**src/rtl/cpu_pkg.sv**
```systemverilog
// Shared CPU definitions for the fetch stage: word width, opcode type,
// fetch FSM states and the PC increment.
package cpu_pkg;

    localparam int unsigned WORD_W = 16;

    typedef logic [3:0] opcode_t;

    localparam opcode_t OPC_HLT = 4'hF;

    localparam logic [WORD_W-1:0] PC_INC = 16'h0002;

    typedef enum logic [1:0] {
        FETCH,
        HOLD,
        HALT
    } fetch_state_t;

endpackage

```
**src/rtl/fetch_skid_buf.sv**
```systemverilog
// One-entry instruction/PC holding register used by fetch_unit when built
// with FETCH_SKID_EN. Clear beats load, load beats pop.
module fetch_skid_buf
    import cpu_pkg::*;
(
    input  logic              clk,
    input  logic              rst,
    input  logic              load,
    input  logic              clear,
    input  logic              pop,
    input  logic [WORD_W-1:0] instr_in,
    input  logic [WORD_W-1:0] pc_in,
    output logic              valid,
    output logic [WORD_W-1:0] instr,
    output logic [WORD_W-1:0] pc
);

    logic              valid_q, valid_d;
    logic [WORD_W-1:0] instr_q, instr_d;
    logic [WORD_W-1:0] pc_q, pc_d;

    always_comb begin
        valid_d = valid_q;
        instr_d = instr_q;
        pc_d    = pc_q;
        if (clear) begin
            valid_d = 1'b0;
        end else if (load) begin
            valid_d = 1'b1;
            instr_d = instr_in;
            pc_d    = pc_in;
        end else if (pop) begin
            valid_d = 1'b0;
        end
    end

    always_ff @(posedge clk or posedge rst) begin
        if (rst) begin
            valid_q <= 1'b0;
            instr_q <= '0;
            pc_q    <= '0;
        end else begin
            valid_q <= valid_d;
            instr_q <= instr_d;
            pc_q    <= pc_d;
        end
    end

    assign valid = valid_q;
    assign instr = instr_q;
    assign pc    = pc_q;

endmodule

```
**src/rtl/fetch_unit.sv**
```systemverilog
// Instruction fetch stage: owns the PC, fetches 16-bit words over req/rdy,
// handles redirect, stall and HLT. Optional skid buffer: FETCH_SKID_EN.
module fetch_unit
    import cpu_pkg::*;
#(
    parameter logic [WORD_W-1:0] RESET_PC = 16'h0000,
    parameter opcode_t           HLT_OPC  = OPC_HLT
) (
    input  logic              clk,
    input  logic              rst,
    input  logic [WORD_W-1:0] pc_next,
    input  logic              redirect,
    input  logic              stall,
    output logic              imem_req,
    output logic [WORD_W-1:0] imem_addr,
    input  logic              imem_rdy,
    input  logic [WORD_W-1:0] imem_data,
    output logic [WORD_W-1:0] instr_out,
    output logic [WORD_W-1:0] pc_out,
    output logic [WORD_W-1:0] pc_plus2_out,
    output logic              valid_out,
    output logic              halted
);

    fetch_state_t      state_q, state_d;
    logic [WORD_W-1:0] pc_q, pc_d;
    logic [WORD_W-1:0] instr_q, instr_d;
    logic [WORD_W-1:0] pc_out_q, pc_out_d;
    logic [WORD_W-1:0] pc_p2_q, pc_p2_d;
    logic              valid_q, valid_d;
    logic              xfer;
    logic              is_hlt;

`ifdef FETCH_SKID_EN
    logic              skid_load, skid_clear, skid_pop, skid_valid;
    logic [WORD_W-1:0] skid_instr, skid_pc;

    fetch_skid_buf u_skid (
        .clk      (clk),
        .rst      (rst),
        .load     (skid_load),
        .clear    (skid_clear),
        .pop      (skid_pop),
        .instr_in (imem_data),
        .pc_in    (pc_q),
        .valid    (skid_valid),
        .instr    (skid_instr),
        .pc       (skid_pc)
    );
`endif

    // Request is gated by rst so nothing is requested while reset is held.
    always_comb begin
`ifdef FETCH_SKID_EN
        imem_req = ~rst & ((state_q == FETCH) |
                           ((state_q == HOLD) & stall & ~skid_valid));
`else
        imem_req = ~rst & (state_q == FETCH);
`endif
    end

    assign xfer      = imem_req & imem_rdy;
    assign is_hlt    = (opcode_t'(imem_data[15:12]) == HLT_OPC);
    assign imem_addr = pc_q;

    always_comb begin
        state_d  = state_q;
        pc_d     = pc_q;
        instr_d  = instr_q;
        pc_out_d = pc_out_q;
        pc_p2_d  = pc_p2_q;
        valid_d  = valid_q;
`ifdef FETCH_SKID_EN
        skid_load  = 1'b0;
        skid_clear = 1'b0;
        skid_pop   = 1'b0;
`endif
        if (redirect) begin
            pc_d    = pc_next;
            valid_d = 1'b0;
            state_d = FETCH;
`ifdef FETCH_SKID_EN
            skid_clear = 1'b1;
`endif
        end else begin
            unique case (state_q)
                FETCH: begin
                    if (stall && valid_q) begin
                        state_d = HOLD;
                    end else if (xfer) begin
                        instr_d  = imem_data;
                        pc_out_d = pc_q;
                        pc_p2_d  = pc_q + PC_INC;
                        valid_d  = 1'b1;
                        if (is_hlt) state_d = HALT;
                        else        pc_d    = pc_q + PC_INC;
                    end else if (!stall) begin
                        valid_d = 1'b0;
                    end
                end
                HOLD: begin
`ifdef FETCH_SKID_EN
                    // A word caught while stalled is presented straight on release.
                    if (xfer) begin
                        skid_load = 1'b1;
                        if (!is_hlt) pc_d = pc_q + PC_INC;
                    end
                    if (!stall) begin
                        state_d = FETCH;
                        if (skid_valid) begin
                            skid_pop = 1'b1;
                            instr_d  = skid_instr;
                            pc_out_d = skid_pc;
                            pc_p2_d  = skid_pc + PC_INC;
                            valid_d  = 1'b1;
                            if (opcode_t'(skid_instr[15:12]) == HLT_OPC) state_d = HALT;
                        end
                    end
`else
                    if (!stall) state_d = FETCH;
`endif
                end
                HALT: begin
                end
                default: state_d = FETCH;
            endcase
        end
    end

    always_ff @(posedge clk or posedge rst) begin
        if (rst) begin
            state_q  <= FETCH;
            pc_q     <= RESET_PC;
            instr_q  <= '0;
            pc_out_q <= RESET_PC;
            pc_p2_q  <= RESET_PC + PC_INC;
            valid_q  <= 1'b0;
        end else begin
            state_q  <= state_d;
            pc_q     <= pc_d;
            instr_q  <= instr_d;
            pc_out_q <= pc_out_d;
            pc_p2_q  <= pc_p2_d;
            valid_q  <= valid_d;
        end
    end

    assign instr_out    = instr_q;
    assign pc_out       = pc_out_q;
    assign pc_plus2_out = pc_p2_q;
    assign valid_out    = valid_q;
    assign halted       = (state_q == HALT);

endmodule
```
**config.mk**
```make
export PLATFORM = sky130hd
export DESIGN_NAME = fetch_unit
export DESIGN_NICKNAME = d
export VERILOG_FILES = /design/src/rtl/cpu_pkg.sv /design/src/rtl/fetch_skid_buf.sv /design/src/rtl/fetch_unit.sv
export SDC_FILE = /design/constraint.sdc
export NUM_CORES = 1
export LEC_CHECK = 0
export ABC_CLOCK_PERIOD_IN_PS = 5330
export CAP_MARGIN = 25
export CELL_PAD_IN_SITES_DETAIL_PLACEMENT = 0
export CELL_PAD_IN_SITES_GLOBAL_PLACEMENT = 2
export CORE_AREA = 2 2 107 109
export CTS_BUF_LIST = sky130_fd_sc_hd__clkbuf_8 sky130_fd_sc_hd__clkbuf_16
export CTS_CLUSTER_DIAMETER = 150
export CTS_CLUSTER_SIZE = 40
export DETAILED_ROUTE_END_ITERATION = 8
export DIE_AREA = 0 0 109 111
export PLACE_DENSITY = 0.94
export SLEW_MARGIN = 20
export SYNTH_ARGS = -nofsm -noshare
export SYNTH_HDL_FRONTEND = slang
export SYNTH_SLANG_ARGS = --single-unit
export TNS_END_PERCENT = 100
```
**constraint.sdc**
```tcl
create_clock -name clk -period 5.33 [get_ports clk]
set_clock_uncertainty 0.1 [all_clocks]
set_input_delay 1.066 -clock clk [delete_from_list [all_inputs] [get_ports clk]]
set_output_delay 1.066 -clock clk [all_outputs]
set_load 0.02 [all_outputs]
```
# Yosys cells after proc, flatten, opt, wreduce, memory -nomap -nowiden
# Cells that the tools add are included.
dict set report totals {
  register_bits 67
  latchBits 0
  ramBits 0
  rom_bits 0
  in_bits 37
  wordCells 46
  mem_count 0
}
dict set report op_classes {
  add_sub_neg 1
  multipliers 0
  div_mod_pow 0
  magnitude_cmp 0
  eq_ne 10
  n_shift 0
  muxes 16
  bitwise 5
  reduce_logical 8
}
# cell n
set op_table {}
lappend op_table {{16-bit 2-to-1 mux} 5}
lappend op_table {{16-bit by 2-bit adder with 16-bit output, second input constant} 1}
lappend op_table {{4-bit AND reduction} 3}
lappend op_table {{2-bit 2-to-1 mux} 5}
lappend op_table {{4-bit by 3-bit inequality test with 1-bit output, second input constant} 2}
lappend op_table {{2-bit inequality test, second input constant} 3}
lappend op_table {{2-bit case mux with 3 select lines} 1}
lappend op_table {{1-bit 2-to-1 mux} 5}
lappend op_table {{4-bit equality test, second input constant} 1}
lappend op_table {{2-bit nonzero test} 2}
lappend op_table {{3-bit by 2-bit inequality test with 1-bit output, second input constant} 1}
lappend op_table {{3-bit inequality test, second input constant} 1}
lappend op_table {{1-bit NOT} 3}
lappend op_table {{3-bit AND reduction} 1}
lappend op_table {{1-bit AND} 2}
lappend op_table {{2-bit by 1-bit equality test with 1-bit output, second input constant} 1}
lappend op_table {{2-bit equality test, second input constant} 1}
lappend op_table {{2-bit zero test} 1}
lappend op_table {{1-bit logical AND} 1}

# Logic depth before layout (Yosys ltp)
# Gate-level depths: netlist of the first run.
dict set report depth {
  ltp_word 7
  depth_mapped 6
  mapped_depth_nobuf 5
}

# Worst setup path before layout of the first run
# Ideal clock, no wire load.
dict set report synth_path {
  path_type {input-to-output}
  startpoint {input rst}
  endpoint {output imem_req}
  arrival_ns 1.598
  required_time_ns 4.164
  path_slack_ns 2.566
  stages 2
  path_buffers 0
  path_cell_list {or3_4 -> inv_1}
}
dict set report synth_between {
  elab_chain_cells 2
}
# element line_no
set synth_lines {}
lappend synth_lines {{from (decl)} fetch_unit.sv:10} ;# input logic rst,
lappend synth_lines {{1-bit NOT} fetch_unit.sv:58} ;# imem_req = ~rst & (state_q == FETCH);
lappend synth_lines {{1-bit AND} fetch_unit.sv:58}
lappend synth_lines {{to (decl)} fetch_unit.sv:14} ;# output logic imem_req,
# Every way passes these cells.

# Worst setup path in the final report of the first run
# Same ends and word-level chain as after synthesis.

==> results of run 1 <==
==> cells by family after synthesis <==
kind of cell	after synthesis
compound gates	46
xor+xnor	10
fa+ha+maj	1
buf+inv	29
flops	66
mux	2
simple gates	178
==> metal layers <==
metal,GRT usage,vias up,share of wire
met3,0.0417,6,0.049
li1,-,1321,-
met1,0.217,1311,0.49
met4,0.0385,0,0.0060
met2,0.236,67,0.46
met5,0,-,0
==> cells in the mapped netlist (6+ instances only) <==
| cell | n | share of area |
|---|---|---|
| sky130_fd_sc_hd__xnor2_1 | 7 | 0.020 |
| sky130_fd_sc_hd__o21ai_0 | 8 | 0.013 |
| sky130_fd_sc_hd__buf_2 | 9 | 0.014 |
| sky130_fd_sc_hd__clkbuf_1 | 7 | 0.0084 |
| sky130_fd_sc_hd__dfrtp_1 | 65 | 0.52 |
| sky130_fd_sc_hd__a221o_1 | 9 | 0.029 |
| sky130_fd_sc_hd__nand3_1 | 6 | 0.0096 |
| sky130_fd_sc_hd__nor2_1 | 9 | 0.011 |
| sky130_fd_sc_hd__a21oi_1 | 6 | 0.0096 |
| sky130_fd_sc_hd__nor3_1 | 8 | 0.013 |
| sky130_fd_sc_hd__nand2_1 | 116 | 0.14 |
| sky130_fd_sc_hd__a211o_1 | 6 | 0.017 |
==> worst reg2reg max path: stages, from the launching register on <==
cell and delay [ns]:
sky130_fd_sc_hd__dfrtp_1 0.54, sky130_fd_sc_hd__ha_1 0.42, sky130_fd_sc_hd__nand4_1 0.13, sky130_fd_sc_hd__nor4_1 0.67, sky130_fd_sc_hd__a21oi_1 0.14, sky130_fd_sc_hd__a211o_1 0.30
==> cells in the final DEF, fill, tap and decap left out, types with 3 or more instances in the layout <==
master,count
sky130_fd_sc_hd__nand2_1,116
sky130_fd_sc_hd__clkdlybuf4s50_1,103
sky130_fd_sc_hd__dfrtp_1,65
sky130_fd_sc_hd__nor2_1,9
sky130_fd_sc_hd__a221o_1,9
sky130_fd_sc_hd__clkbuf_16,9
sky130_fd_sc_hd__nor3_1,8
sky130_fd_sc_hd__o21ai_0,8
sky130_fd_sc_hd__xnor2_1,7
sky130_fd_sc_hd__a21oi_1,6
sky130_fd_sc_hd__nand3_1,6
sky130_fd_sc_hd__a211o_1,6
sky130_fd_sc_hd__nand4_1,5
sky130_fd_sc_hd__nand2b_1,5
sky130_fd_sc_hd__inv_1,4
sky130_fd_sc_hd__nor4_1,4
sky130_fd_sc_hd__and3_1,4
sky130_fd_sc_hd__nand3b_1,4
sky130_fd_sc_hd__and2_1,3
sky130_fd_sc_hd__nor3b_1,3
sky130_fd_sc_hd__a31oi_1,3
sky130_fd_sc_hd__xor2_1,3
sky130_fd_sc_hd__clkbuf_8,3
sky130_fd_sc_hd__buf_4,3
==> cell type report <==
cell class | instances | area share
Inverter | 4 | 0.00360
Clock buffer | 12 | 0.0589
Multi-Input combinational cell | 237 | 0.291
Sequential cell | 66 | 0.366
Tap cell | 143 | 0.0396
Clock inverter | 3 | 0.00858
Timing Repair Buffer | 106 | 0.233
==> registers in the layout, indices dropped and copies added, names as in the netlist <==
| signal | cells |
|---|---|
| imem_addr | 16 |
| state_q | 2 |
| valid_out | 1 |
| pc_plus2_out | 15 |
| instr_out | 16 |
| pc_out | 16 |
==> power groups by stage <==
stage / combinational, mW / clock [mW] / sequential (mW)
final: 0.467 / 0.604 / 0.658
after floorplan: 0.139 / 0 / 0.756
after CTS: 0.475 / 0.619 / 0.659
after global routing: 0.508 / 0.646 / 0.673
after global placement: 0.467 / 0 / 0.664
after detailed placement: 0.473 / 0 / 0.666
==> worst max path at each step <==
stage / start / end / slack, ns / cells after the start
after global routing: rst / imem_req / 1.40 / 4
final: rst / imem_req / 1.46 / 4
after CTS: rst / imem_req / 1.47 / 4
after floorplan: rst / imem_addr[0]$_DFFE_PP0P_ / 2.51 / 1
after detailed placement: rst / imem_req / 1.48 / 4
after global placement: rst / imem_req / 1.49 / 4
==> metrics.txt, run 1 <==
# TYPE chip_impl_metric gauge
chip_impl_info{name="source_of_the_worst_hold_timing_path",value="instr_out[6]$_DFFE_PP0P_"} 1
chip_impl_metric{name="sum_of_negative_setup_slack",unit="ns"} 0
chip_impl_metric{name="max_stage_delay",unit="ns"} 0.62
chip_impl_metric{name="postSynthCellCount",unit=""} 332
chip_impl_info{name="cp-end-kind",value="primary output"} 1
chip_impl_metric{name="synth_compound_area_frac",unit=""} 0.109
chip_impl_metric{name="setup_viol",unit=""} 0
chip_impl_metric{name="design.die.area",unit="um^2"} 12100
chip_impl_metric{name="holdBufCountCts",unit=""} 0
chip_impl_metric{name="std_cell_rows",unit=""} 39
chip_impl_info{name="cpMaxStageDelayCell",value="sky130_fd_sc_hd__clkdlybuf4s50_1"} 1
chip_impl_info{name="path_class",value="input port to primary output"} 1
chip_impl_info{name="path_delay_family",value="buffers and inverters"} 1
chip_impl_metric{name="wl_per_cell",unit="um"} 15.4
chip_impl_metric{name="drive_gt1_frac",unit=""} 0.0701
chip_impl_info{name="worstPathCellList",value="clkdlybuf4s50_1, or3_4, inv_1, clkdlybuf4s50_1"} 1
chip_impl_metric{name="dp_hpwl",unit="mm"} 5.96
chip_impl_metric{name="start_util",unit=""} 0.283
chip_impl_metric{name="slew-limit-headroom",unit=""} 0.376
chip_impl_info{name="clock_tree_root_driver_cell",value="sky130_fd_sc_hd__clkbuf_16"} 1
chip_impl_metric{name="combinational_fraction_of_design_power",unit=""} 0.270
chip_impl_info{name="start_kind",value="input port"} 1
chip_impl_metric{name="report.power.total",unit="mW"} 1.73
chip_impl_metric{name="seq_power_share",unit=""} 0.381
chip_impl_metric{name="tightestPinTransition",unit="ns"} 0.931
chip_impl_metric{name="floorplan.core_area",unit="um^2"} 11100
chip_impl_metric{name="global_route.usage.total",unit=""} 0.155
chip_impl_metric{name="syn-num-nets",unit=""} 370
chip_impl_metric{name="cts_made_buffers",unit=""} 9
chip_impl_metric{name="leakagePower",unit="nW"} 2.00
chip_impl_metric{name="multiInputGateArea",unit="um^2"} 1320
chip_impl_metric{name="clkSlewWorstSetupHoldPaths",unit="ns"} 0.05
chip_impl_metric{name="final_core_utilization",unit=""} 0.408
chip_impl_metric{name="post_synthesis_adder_cell_area_fraction",unit=""} 0.00400
chip_impl_metric{name="vias_in_the_first_global_route",unit=""} 2711
chip_impl_info{name="synth-main-ff-cell",value="sky130_fd_sc_hd__dfrtp_1"} 1
chip_impl_metric{name="maxCapViolCount",unit=""} 0
chip_impl_metric{name="post-route-cell-area",unit="um^2"} 4520
chip_impl_info{name="outcome",value="finished clean"} 1
chip_impl_metric{name="synthesis.area",unit="um^2"} 3130
chip_impl_metric{name="cts-resized-gates",unit=""} 0
chip_impl_metric{name="power.share.switching",unit=""} 0.299
chip_impl_info{name="crit-reg2reg-launch",value="imem_addr[1]$_DFFE_PP0P_"} 1
chip_impl_info{name="grt_setup_unrepaired",value="no"} 1
chip_impl_metric{name="synth_xor_area_frac",unit=""} 0.0280
chip_impl_metric{name="first_pass_grt_wire_length",unit="mm"} 14.5
chip_impl_metric{name="synth-edff-count",unit=""} 0
chip_impl_metric{name="die_height",unit="um"} 111
chip_impl_metric{name="hold_violations",unit=""} 0
chip_impl_metric{name="regToRegSetupSlack",unit="ns"} 2.92
chip_impl_metric{name="peakVddDrop",unit="V"} 0.000131
chip_impl_metric{name="remaining_number_of_nets_flagged_by_the_antenna_check_after_routing",unit=""} 0
chip_impl_info{name="timing.hold.worst_endpoint",value="instr_out[6]$_DFFE_PP0P_"} 1
chip_impl_info{name="crit_path_frequent_cell",value="sky130_fd_sc_hd__clkdlybuf4s50_1"} 1
chip_impl_metric{name="final_replace_weighted_congestion",unit=""} 0.787
chip_impl_metric{name="clkLatencyLatePin",unit="ns"} 0.33
chip_impl_metric{name="grt_antenna_before_repair",unit=""} 0
chip_impl_metric{name="detail_route.iter0.violations",unit=""} 125
chip_impl_metric{name="fin_nets",unit=""} 462
chip_impl_metric{name="dp_worst_setup_slack",unit="ns"} 1.48
chip_impl_info{name="hp-class",value="register to register"} 1
chip_impl_metric{name="pwr_density_cell",unit="nW/um^2"} 382
chip_impl_metric{name="hold-path-cell-count",unit=""} 2
chip_impl_metric{name="final.period_utilization",unit=""} 0.726
chip_impl_metric{name="htree_num_levels",unit=""} 3
chip_impl_metric{name="post_cts.repair.setup_buffers",unit=""} 0
chip_impl_metric{name="maxClockFrequency",unit="MHz"} 258
chip_impl_metric{name="synth-warning-count",unit=""} 0
chip_impl_metric{name="viasPerCell",unit=""} 4.74
chip_impl_metric{name="fin_ws",unit="ns"} 1.46
chip_impl_info{name="worst_r2r_endpoint",value="imem_addr[15]$_DFFE_PP0P_"} 1
chip_impl_metric{name="intPower",unit="mW"} 1.21
chip_impl_metric{name="dp_cells",unit=""} 556
chip_impl_metric{name="hold_ws",unit="ns"} 0.371
chip_impl_metric{name="port_buffers",unit=""} 103
chip_impl_metric{name="crit_fanout",unit=""} 5
chip_impl_metric{name="seq_area",unit="um^2"} 1650
chip_impl_info{name="tritoncts",value="built"} 1
chip_impl_metric{name="cp.required",unit="ns"} 4.16
chip_impl_metric{name="numClockSinks",unit=""} 66
chip_impl_metric{name="synth_simple_gate_area_share",unit=""} 0.270
chip_impl_metric{name="r2r_worst_path_depth",unit=""} 5
chip_impl_metric{name="post_route_drc_violation_count",unit=""} 0
chip_impl_metric{name="final-max-slew-violation-count",unit=""} 0
chip_impl_metric{name="ys_ff_latch",unit=""} 66
chip_impl_metric{name="io_pins",unit=""} 104
chip_impl_metric{name="insertedDiodeCount",unit=""} 0
chip_impl_metric{name="finalCriticalPeriod",unit="ns"} 3.87
chip_impl_metric{name="synthMuxAreaShare",unit=""} 0.00720
chip_impl_info{name="largest_family_of_logic_cells_by_synthesized_area",value="simple AND/OR/NAND/NOR gates"} 1
chip_impl_metric{name="worstPathArrival",unit="ns"} 2.70
chip_impl_metric{name="synth_cell_type_count",unit=""} 47
chip_impl_metric{name="route.final.wire_length",unit="mm"} 8.79
chip_impl_metric{name="synthToLayoutAreaGrowth",unit="%"} 44.5
chip_impl_metric{name="ctsLongestPathBuffers",unit=""} 2
chip_impl_metric{name="fillCellCount",unit=""} 1110
chip_impl_metric{name="net-switching-power",unit="mW"} 0.517
chip_impl_metric{name="dr_vias",unit=""} 2705
chip_impl_metric{name="die_x",unit="um"} 109
chip_impl_metric{name="drtPass1Iterations",unit=""} 4
chip_impl_metric{name="avgSynthCellArea",unit="um^2"} 9.43
chip_impl_metric{name="worst-path-buf-inv",unit=""} 3
chip_impl_metric{name="overflow",unit=""} 0
chip_impl_metric{name="p_clk_frac",unit=""} 0.349
chip_impl_metric{name="synth-async-reset-ratio",unit=""} 1.00
chip_impl_metric{name="layoutNonFillerInstCount",unit=""} 571
chip_impl_metric{name="synth.yosys.seq_area_share",unit=""} 0.528
chip_impl_metric{name="grt_max_degree",unit=""} 57
chip_impl_metric{name="placed_area",unit="um^2"} 4220
Power figures use the tool's default switching activity.
==> inputs of run 2 (changes only) <==
--- a/config.mk
+++ b/config.mk
@@ -5,17 +5,17 @@
 export SDC_FILE = /design/constraint.sdc
 export NUM_CORES = 1
 export LEC_CHECK = 0
-export ABC_CLOCK_PERIOD_IN_PS = 5330
+export ABC_CLOCK_PERIOD_IN_PS = 3990
 export CAP_MARGIN = 25
 export CELL_PAD_IN_SITES_DETAIL_PLACEMENT = 0
 export CELL_PAD_IN_SITES_GLOBAL_PLACEMENT = 2
-export CORE_AREA = 2 2 107 109
+export CORE_AREA = 2 2 111 113
 export CTS_BUF_LIST = sky130_fd_sc_hd__clkbuf_8 sky130_fd_sc_hd__clkbuf_16
 export CTS_CLUSTER_DIAMETER = 150
 export CTS_CLUSTER_SIZE = 40
 export DETAILED_ROUTE_END_ITERATION = 8
-export DIE_AREA = 0 0 109 111
-export PLACE_DENSITY = 0.94
+export DIE_AREA = 0 0 113 115
+export PLACE_DENSITY = 0.89
 export SLEW_MARGIN = 20
 export SYNTH_ARGS = -nofsm -noshare
 export SYNTH_HDL_FRONTEND = slang
==> constraint.sdc (replaced) <==
create_clock -name clk -period 3.99 [get_ports clk]
set_clock_uncertainty 0.1 [all_clocks]
set_input_delay 0.798 -clock clk [delete_from_list [all_inputs] [get_ports clk]]
set_output_delay 0.798 -clock clk [all_outputs]
set_load 0.02 [all_outputs]
==> metrics.txt, run 2 (same netlist as run 1, synthesis figures left out) <==
# TYPE chip_impl_metric gauge
chip_impl_metric{name="placed_area",unit="um^2"} 4240
chip_impl_metric{name="use_met1",unit=""} 0.189
chip_impl_metric{name="intPower",unit="mW"} 1.61
chip_impl_metric{name="peakVddDrop",unit="V"} 0.000235
chip_impl_metric{name="final_replace_weighted_congestion",unit=""} 0.766
chip_impl_info{name="grt_setup_unrepaired",value="no"} 1
chip_impl_metric{name="final.period_utilization",unit=""} 0.836
chip_impl_metric{name="leakagePower",unit="nW"} 2.01
chip_impl_metric{name="overflow",unit=""} 0
chip_impl_metric{name="clkSlewWorstSetupHoldPaths",unit="ns"} 0.05
chip_impl_metric{name="cp.required",unit="ns"} 3.09
chip_impl_info{name="tritoncts",value="built"} 1
chip_impl_metric{name="p_clk_frac",unit=""} 0.348
chip_impl_metric{name="hold_ws",unit="ns"} 0.371
chip_impl_metric{name="dp_hpwl",unit="mm"} 6.07
chip_impl_info{name="grt-busiest-layer",value="met2"} 1
chip_impl_metric{name="std_cell_rows",unit=""} 40
chip_impl_metric{name="die_height",unit="um"} 115
chip_impl_metric{name="drtPass1Iterations",unit=""} 6
chip_impl_metric{name="remaining_number_of_nets_flagged_by_the_antenna_check_after_routing",unit=""} 0
chip_impl_metric{name="design.die.area",unit="um^2"} 13000
chip_impl_metric{name="htree_num_levels",unit=""} 3
chip_impl_metric{name="setup_viol",unit=""} 0
chip_impl_metric{name="port_buffers",unit=""} 103
chip_impl_metric{name="global_route.usage.total",unit=""} 0.142
chip_impl_metric{name="maxCapViolCount",unit=""} 0
chip_impl_info{name="final_common_cell",value="sky130_fd_sc_hd__nand2_1"} 1
chip_impl_metric{name="dr_vias",unit=""} 2714
chip_impl_metric{name="post-route-cell-area",unit="um^2"} 4540
chip_impl_metric{name="crit_fanout",unit=""} 5
chip_impl_metric{name="viasPerCell",unit=""} 4.70
chip_impl_metric{name="combinational_fraction_of_design_power",unit=""} 0.271
chip_impl_metric{name="maxClockFrequency",unit="MHz"} 300
chip_impl_metric{name="dp_worst_setup_slack",unit="ns"} 0.660
chip_impl_metric{name="hold_violations",unit=""} 0
chip_impl_info{name="path_class",value="input port to primary output"} 1
chip_impl_metric{name="grt_antenna_before_repair",unit=""} 0
chip_impl_metric{name="worstPathArrival",unit="ns"} 2.44
chip_impl_metric{name="ctsLongestPathBuffers",unit=""} 2
chip_impl_metric{name="clkLatencyLatePin",unit="ns"} 0.32
chip_impl_info{name="failed_checks",value="design-rule violations"} 1
chip_impl_info{name="layout.cells.most_common_list",value="116 x sky130_fd_sc_hd__nand2_1, 103 x sky130_fd_sc_hd__clkdlybuf4s50_1, 65 x sky130_fd_sc_hd__dfrtp_1"} 1
chip_impl_metric{name="drive_gt1_frac",unit=""} 0.0766
chip_impl_metric{name="numClockSinks",unit=""} 66
chip_impl_metric{name="power.share.switching",unit=""} 0.305
chip_impl_metric{name="seq_power_share",unit=""} 0.381
chip_impl_metric{name="grt_max_degree",unit=""} 67
chip_impl_metric{name="tightestPinTransition",unit="ns"} 0.859
chip_impl_metric{name="wl_per_cell",unit="um"} 15.4
chip_impl_metric{name="start_util",unit=""} 0.265
chip_impl_metric{name="holdBufCountCts",unit=""} 0
chip_impl_metric{name="detail_route.iter0.violations",unit=""} 170
chip_impl_metric{name="multiInputGateArea",unit="um^2"} 1320
chip_impl_metric{name="io_pins",unit=""} 104
chip_impl_metric{name="final-max-slew-violation-count",unit=""} 0
chip_impl_metric{name="route.final.wire_length",unit="mm"} 8.89
chip_impl_metric{name="cts_made_buffers",unit=""} 9
chip_impl_metric{name="synthToLayoutAreaGrowth",unit="%"} 45.1
chip_impl_metric{name="post_cts.repair.setup_buffers",unit=""} 0
chip_impl_info{name="outcome",value="finished with violations"} 1
chip_impl_metric{name="first_pass_grt_wire_length",unit="mm"} 14.2
chip_impl_metric{name="net-switching-power",unit="mW"} 0.703
chip_impl_metric{name="fillCellCount",unit=""} 1210
chip_impl_metric{name="sum_of_negative_setup_slack",unit="ns"} 0
chip_impl_metric{name="seq_area",unit="um^2"} 1650
chip_impl_metric{name="floorplan.core_area",unit="um^2"} 11800
chip_impl_metric{name="die_x",unit="um"} 113
chip_impl_metric{name="post_route_drc_violation_count",unit=""} 10
chip_impl_metric{name="cts-resized-gates",unit=""} 0
chip_impl_metric{name="slew-limit-headroom",unit=""} 0.427
chip_impl_metric{name="pwr_density_cell",unit="nW/um^2"} 508
chip_impl_metric{name="finalCriticalPeriod",unit="ns"} 3.34
chip_impl_info{name="cp-end-kind",value="primary output"} 1
chip_impl_metric{name="vias_in_the_first_global_route",unit=""} 2696
chip_impl_metric{name="gr_util_met2",unit=""} 0.220
chip_impl_info{name="start_kind",value="input port"} 1
chip_impl_info{name="hp-class",value="register to register"} 1
chip_impl_metric{name="met3_grt_util",unit=""} 0.0332
chip_impl_metric{name="insertedDiodeCount",unit=""} 0
chip_impl_info{name="clock_tree_root_driver_cell",value="sky130_fd_sc_hd__clkbuf_16"} 1
chip_impl_metric{name="fin_ws",unit="ns"} 0.654
chip_impl_metric{name="fin_nets",unit=""} 464
run 2: cell count changes in the layout (fill, tap and decap cells not counted), sizes merged:
| cell | delta |
|---|---|
| clkinvlp | +2 |
| inv | +1 |
| buf | +2 |
| clkbuf | -1 |
| clkinv | -1 |
run 2: path summary, 6_finish.rpt:
path,start,end,slack (ns),depth (start not counted)
worst max-delay path,rst,imem_req,0.65,4
worst min-delay path,pc_out[13]$_DFFE_PP0P_,pc_out[13]$_DFFE_PP0P_,0.37,2
worst max register to register,imem_addr[1]$_DFFE_PP0P_,imem_addr[15]$_DFFE_PP0P_,1.71,5
worst min register to register,pc_out[13]$_DFFE_PP0P_,pc_out[13]$_DFFE_PP0P_,0.37,2
max in group asynchronous,rst,imem_addr[11]$_DFFE_PP0P_,2.17,3
min in group asynchronous,rst,instr_out[14]$_DFFE_PP0P_,1.05,3
run 2: metrics by stage:
step	util	total power [mW]	instances
detailed placement	0.359	1.53	562
global route	0.385	2.43	578
global placement	0.359	1.51	562
floorplan	-	1.20	332
finish	0.385	2.31	578
CTS	0.385	2.35	578
run 2: critical path, cell delays in order:
cell                              delay (ns)
sky130_fd_sc_hd__clkdlybuf4s50_1        0.48
sky130_fd_sc_hd__or3_4                  0.39
sky130_fd_sc_hd__inv_1                  0.14
sky130_fd_sc_hd__clkdlybuf4s50_1        0.63
run 2: power by group through the flow:
stage | registers, mW | clock network [mW] | logic [mW]
after floorplan | 1.01 | 0 | 0.186
final | 0.880 | 0.802 | 0.626
after CTS | 0.882 | 0.827 | 0.637
after global placement | 0.887 | 0 | 0.627
after global routing | 0.899 | 0.856 | 0.677
after detailed placement | 0.892 | 0 | 0.635
run 2: layer usage:
metal	part of all wire	up-vias	routed length, um
li1	-	1320	-
met3	0.060	13	535
met5	0	-	0
met1	0.45	1298	4010
met2	0.47	83	4190
met4	0.017	0	155
run 2: final cells by class:
cell class	count	area share
clock inverter	5	0.0118
clock buffer	11	0.0556
tap	147	0.0405
timing repair buffer	108	0.235
inverter	4	0.00331
multi-input combinational	237	0.290
sequential	66	0.364
==> inputs of run 3 (changes only) <==
--- a/config.mk
+++ b/config.mk
@@ -5,7 +5,7 @@
 export SDC_FILE = /design/constraint.sdc
 export NUM_CORES = 1
 export LEC_CHECK = 0
-export ABC_CLOCK_PERIOD_IN_PS = 3990
+export ABC_CLOCK_PERIOD_IN_PS = 3200
 export CAP_MARGIN = 25
 export CELL_PAD_IN_SITES_DETAIL_PLACEMENT = 0
 export CELL_PAD_IN_SITES_GLOBAL_PLACEMENT = 2
==> constraint.sdc (replaced) <==
create_clock -name clk -period 3.2 [get_ports clk]
set_clock_uncertainty 0.1 [all_clocks]
set_input_delay 0.64 -clock clk [delete_from_list [all_inputs] [get_ports clk]]
set_output_delay 0.64 -clock clk [all_outputs]
set_load 0.02 [all_outputs]
==> metrics.txt, run 3 (same netlist as run 1, synthesis figures left out) <==
# TYPE chip_impl_metric gauge
chip_impl_metric{name="intPower",unit="mW"} 2.13
chip_impl_metric{name="finalCriticalPeriod",unit="ns"} 3.01
chip_impl_metric{name="leakagePower",unit="nW"} 2.04
chip_impl_metric{name="remaining_number_of_nets_flagged_by_the_antenna_check_after_routing",unit=""} 0
chip_impl_metric{name="clkLatencyLatePin",unit="ns"} 0.33
chip_impl_metric{name="final_replace_weighted_congestion",unit=""} 0.751
chip_impl_metric{name="dp_hpwl",unit="mm"} 6.31
chip_impl_metric{name="holdBufCountCts",unit=""} 0
chip_impl_info{name="worst_r2r_endpoint",value="imem_addr[15]$_DFFE_PP0P_"} 1
chip_impl_metric{name="max_stage_delay",unit="ns"} 0.62
chip_impl_info{name="source_of_the_worst_hold_timing_path",value="pc_out[5]$_DFFE_PP0P_"} 1
chip_impl_metric{name="sum_of_negative_setup_slack",unit="ns"} 0
chip_impl_metric{name="route.final.wire_length",unit="mm"} 9.13
chip_impl_info{name="timing.hold.worst_endpoint",value="pc_out[5]$_DFFE_PP0P_"} 1
chip_impl_metric{name="grt_antenna_before_repair",unit=""} 1
chip_impl_metric{name="tightestPinTransition",unit="ns"} 0.681
chip_impl_metric{name="p_clk_frac",unit=""} 0.376
chip_impl_metric{name="drtPass1Iterations",unit=""} 6
chip_impl_info{name="layout.cells.most_common_list",value="116 x sky130_fd_sc_hd__nand2_1, 103 x sky130_fd_sc_hd__clkdlybuf4s50_1, 65 x sky130_fd_sc_hd__dfrtp_1"} 1
chip_impl_metric{name="viasPerCell",unit=""} 4.74
chip_impl_metric{name="htree_num_levels",unit=""} 3
chip_impl_metric{name="design.die.area",unit="um^2"} 13000
chip_impl_metric{name="grt_max_degree",unit=""} 57
chip_impl_metric{name="port_buffers",unit=""} 103
chip_impl_metric{name="io_pins",unit=""} 104
chip_impl_metric{name="floorplan.core_area",unit="um^2"} 11800
chip_impl_metric{name="die_x",unit="um"} 113
chip_impl_metric{name="first_pass_grt_wire_length",unit="mm"} 14.7
chip_impl_info{name="final_common_cell",value="sky130_fd_sc_hd__nand2_1"} 1
chip_impl_info{name="crit_path_frequent_cell",value="sky130_fd_sc_hd__clkdlybuf4s50_1"} 1
chip_impl_info{name="path_class",value="input port to primary output"} 1
chip_impl_metric{name="overflow",unit=""} 0
chip_impl_info{name="cp-end-kind",value="primary output"} 1
chip_impl_metric{name="post_cts.repair.setup_buffers",unit=""} 0
chip_impl_info{name="worstPathCellList",value="clkdlybuf4s50_1, or3_4, inv_1, clkdlybuf4s50_1"} 1
chip_impl_info{name="clock_tree_root_driver_cell",value="sky130_fd_sc_hd__clkbuf_16"} 1
chip_impl_info{name="crit-reg2reg-launch",value="imem_addr[2]$_DFFE_PP0P_"} 1
chip_impl_metric{name="maxCapViolCount",unit=""} 0
chip_impl_info{name="start_kind",value="input port"} 1
chip_impl_metric{name="maxClockFrequency",unit="MHz"} 332
chip_impl_metric{name="hold_ws",unit="ns"} 0.373
chip_impl_metric{name="combinational_fraction_of_design_power",unit=""} 0.262
chip_impl_metric{name="fin_nets",unit=""} 466
chip_impl_metric{name="global_route.usage.total",unit=""} 0.145
chip_impl_info{name="outcome",value="finished with violations"} 1
chip_impl_metric{name="net-switching-power",unit="mW"} 0.898
chip_impl_metric{name="wl_per_cell",unit="um"} 15.7
chip_impl_metric{name="numClockSinks",unit=""} 66
chip_impl_metric{name="final-max-slew-violation-count",unit=""} 0
chip_impl_metric{name="hold_violations",unit=""} 0
chip_impl_info{name="failed_checks",value="design-rule violations"} 1
chip_impl_info{name="hp-class",value="register to register"} 1
chip_impl_metric{name="post_route_drc_violation_count",unit=""} 10
chip_impl_metric{name="slew-limit-headroom",unit=""} 0.542
chip_impl_metric{name="regToRegSetupSlack",unit="ns"} 0.90
chip_impl_metric{name="cp.required",unit="ns"} 2.46
chip_impl_metric{name="vias_in_the_first_global_route",unit=""} 2842
chip_impl_metric{name="crit_fanout",unit=""} 5
chip_impl_metric{name="insertedDiodeCount",unit=""} 0
chip_impl_metric{name="start_util",unit=""} 0.265
chip_impl_metric{name="drive_gt1_frac",unit=""} 0.0831
chip_impl_metric{name="hold-path-cell-count",unit=""} 2
chip_impl_info{name="cpMaxStageDelayCell",value="sky130_fd_sc_hd__clkdlybuf4s50_1"} 1
chip_impl_metric{name="detail_route.iter0.violations",unit=""} 132
chip_impl_metric{name="synthToLayoutAreaGrowth",unit="%"} 47.2
chip_impl_metric{name="ctsLongestPathBuffers",unit=""} 2
chip_impl_metric{name="dr_vias",unit=""} 2751
chip_impl_info{name="grt_setup_unrepaired",value="no"} 1
chip_impl_metric{name="final.period_utilization",unit=""} 0.941
chip_impl_metric{name="worstPathArrival",unit="ns"} 2.27
chip_impl_metric{name="power.share.switching",unit=""} 0.297
chip_impl_metric{name="r2r_worst_path_depth",unit=""} 5
chip_impl_metric{name="setup_viol",unit=""} 0
chip_impl_metric{name="pwr_density_cell",unit="nW/um^2"} 657
chip_impl_metric{name="die_height",unit="um"} 115
chip_impl_metric{name="std_cell_rows",unit=""} 40
chip_impl_info{name="tritoncts",value="built"} 1
chip_impl_metric{name="cts-resized-gates",unit=""} 0
chip_impl_metric{name="clkSlewWorstSetupHoldPaths",unit="ns"} 0.05
chip_impl_metric{name="peakVddDrop",unit="V"} 0.000252
chip_impl_metric{name="seq_power_share",unit=""} 0.362
chip_impl_metric{name="cts_made_buffers",unit=""} 9
run 3: changes by cell type in the layout (fill, tap and decap cells not counted), sizes merged:
| cell | previous run | this run |
|---|---|---|
| bufinv | 1 | 3 |
| buf | 5 | 7 |
| clkinvlp | 2 | 0 |
| inv | 5 | 4 |
| clkinv | 1 | 4 |
| clkbuf | 11 | 9 |
run 3: worst max path at each step:
stage               start                       end  slack [ns]  cells after the start
floorplan             rst  imem_addr[0]$_DFFE_PP0P_        0.81                      1
global placement      rst                  imem_req        0.22                      4
detailed placement    rst                  imem_req        0.19                      4
CTS                   rst                  imem_req        0.19                      4
global route          rst                  imem_req        0.12                      4
finish                rst                  imem_req        0.19                      4
run 3: critical path: cells and delay by family:
| family | cells | cell delay [ns] |
|---|---|---|
| and+or+nand+nor | 1 | 0.39 |
| buffers and inverters | 3 | 1.24 |
run 3: stage by stage:
step                std cells  power, mW  setup WS, ns  cell area [um^2]  utilization
finish                    580       3.02         0.188              4610        0.390
global placement          564       1.89         0.216              4260        0.361
global route              580       3.19         0.125              4610        0.390
detailed placement        564       1.91         0.194              4260        0.361
floorplan                 332       1.49         0.807              3130            -
CTS                       580       3.07         0.185              4610        0.390
run 3: final cells by class:
class / instances / area (um^2)
Clock buffer: 9 / 225
Clock inverter: 7 / 118
Fill cell: 1208 / 7210
Inverter: 4 / 15.0
Multi-Input combinational cell: 237 / 1320
Sequential cell: 66 / 1650
Tap cell: 147 / 184
Timing Repair Buffer: 110 / 1100
run 3: routing by layer:
| layer | vias to the layer above | wire (um) | global-route usage |
|---|---|---|---|
| met2 | 84 | 4210 | 0.226 |
| met1 | 1320 | 4060 | 0.185 |
| met4 | 0 | 174 | 0.0683 |
| met5 | - | 0 | 0 |
| met3 | 15 | 688 | 0.0453 |
| li1 | 1332 | - | - |
run 3: power groups by stage:
stage / Clock, mW / Sequential, mW / Combinational, mW
floorplan: 0 / 1.26 / 0.232
global placement: 0 / 1.10 / 0.792
detailed placement: 0 / 1.11 / 0.803
CTS: 1.17 / 1.09 / 0.806
global route: 1.21 / 1.12 / 0.856
finish: 1.14 / 1.09 / 0.792
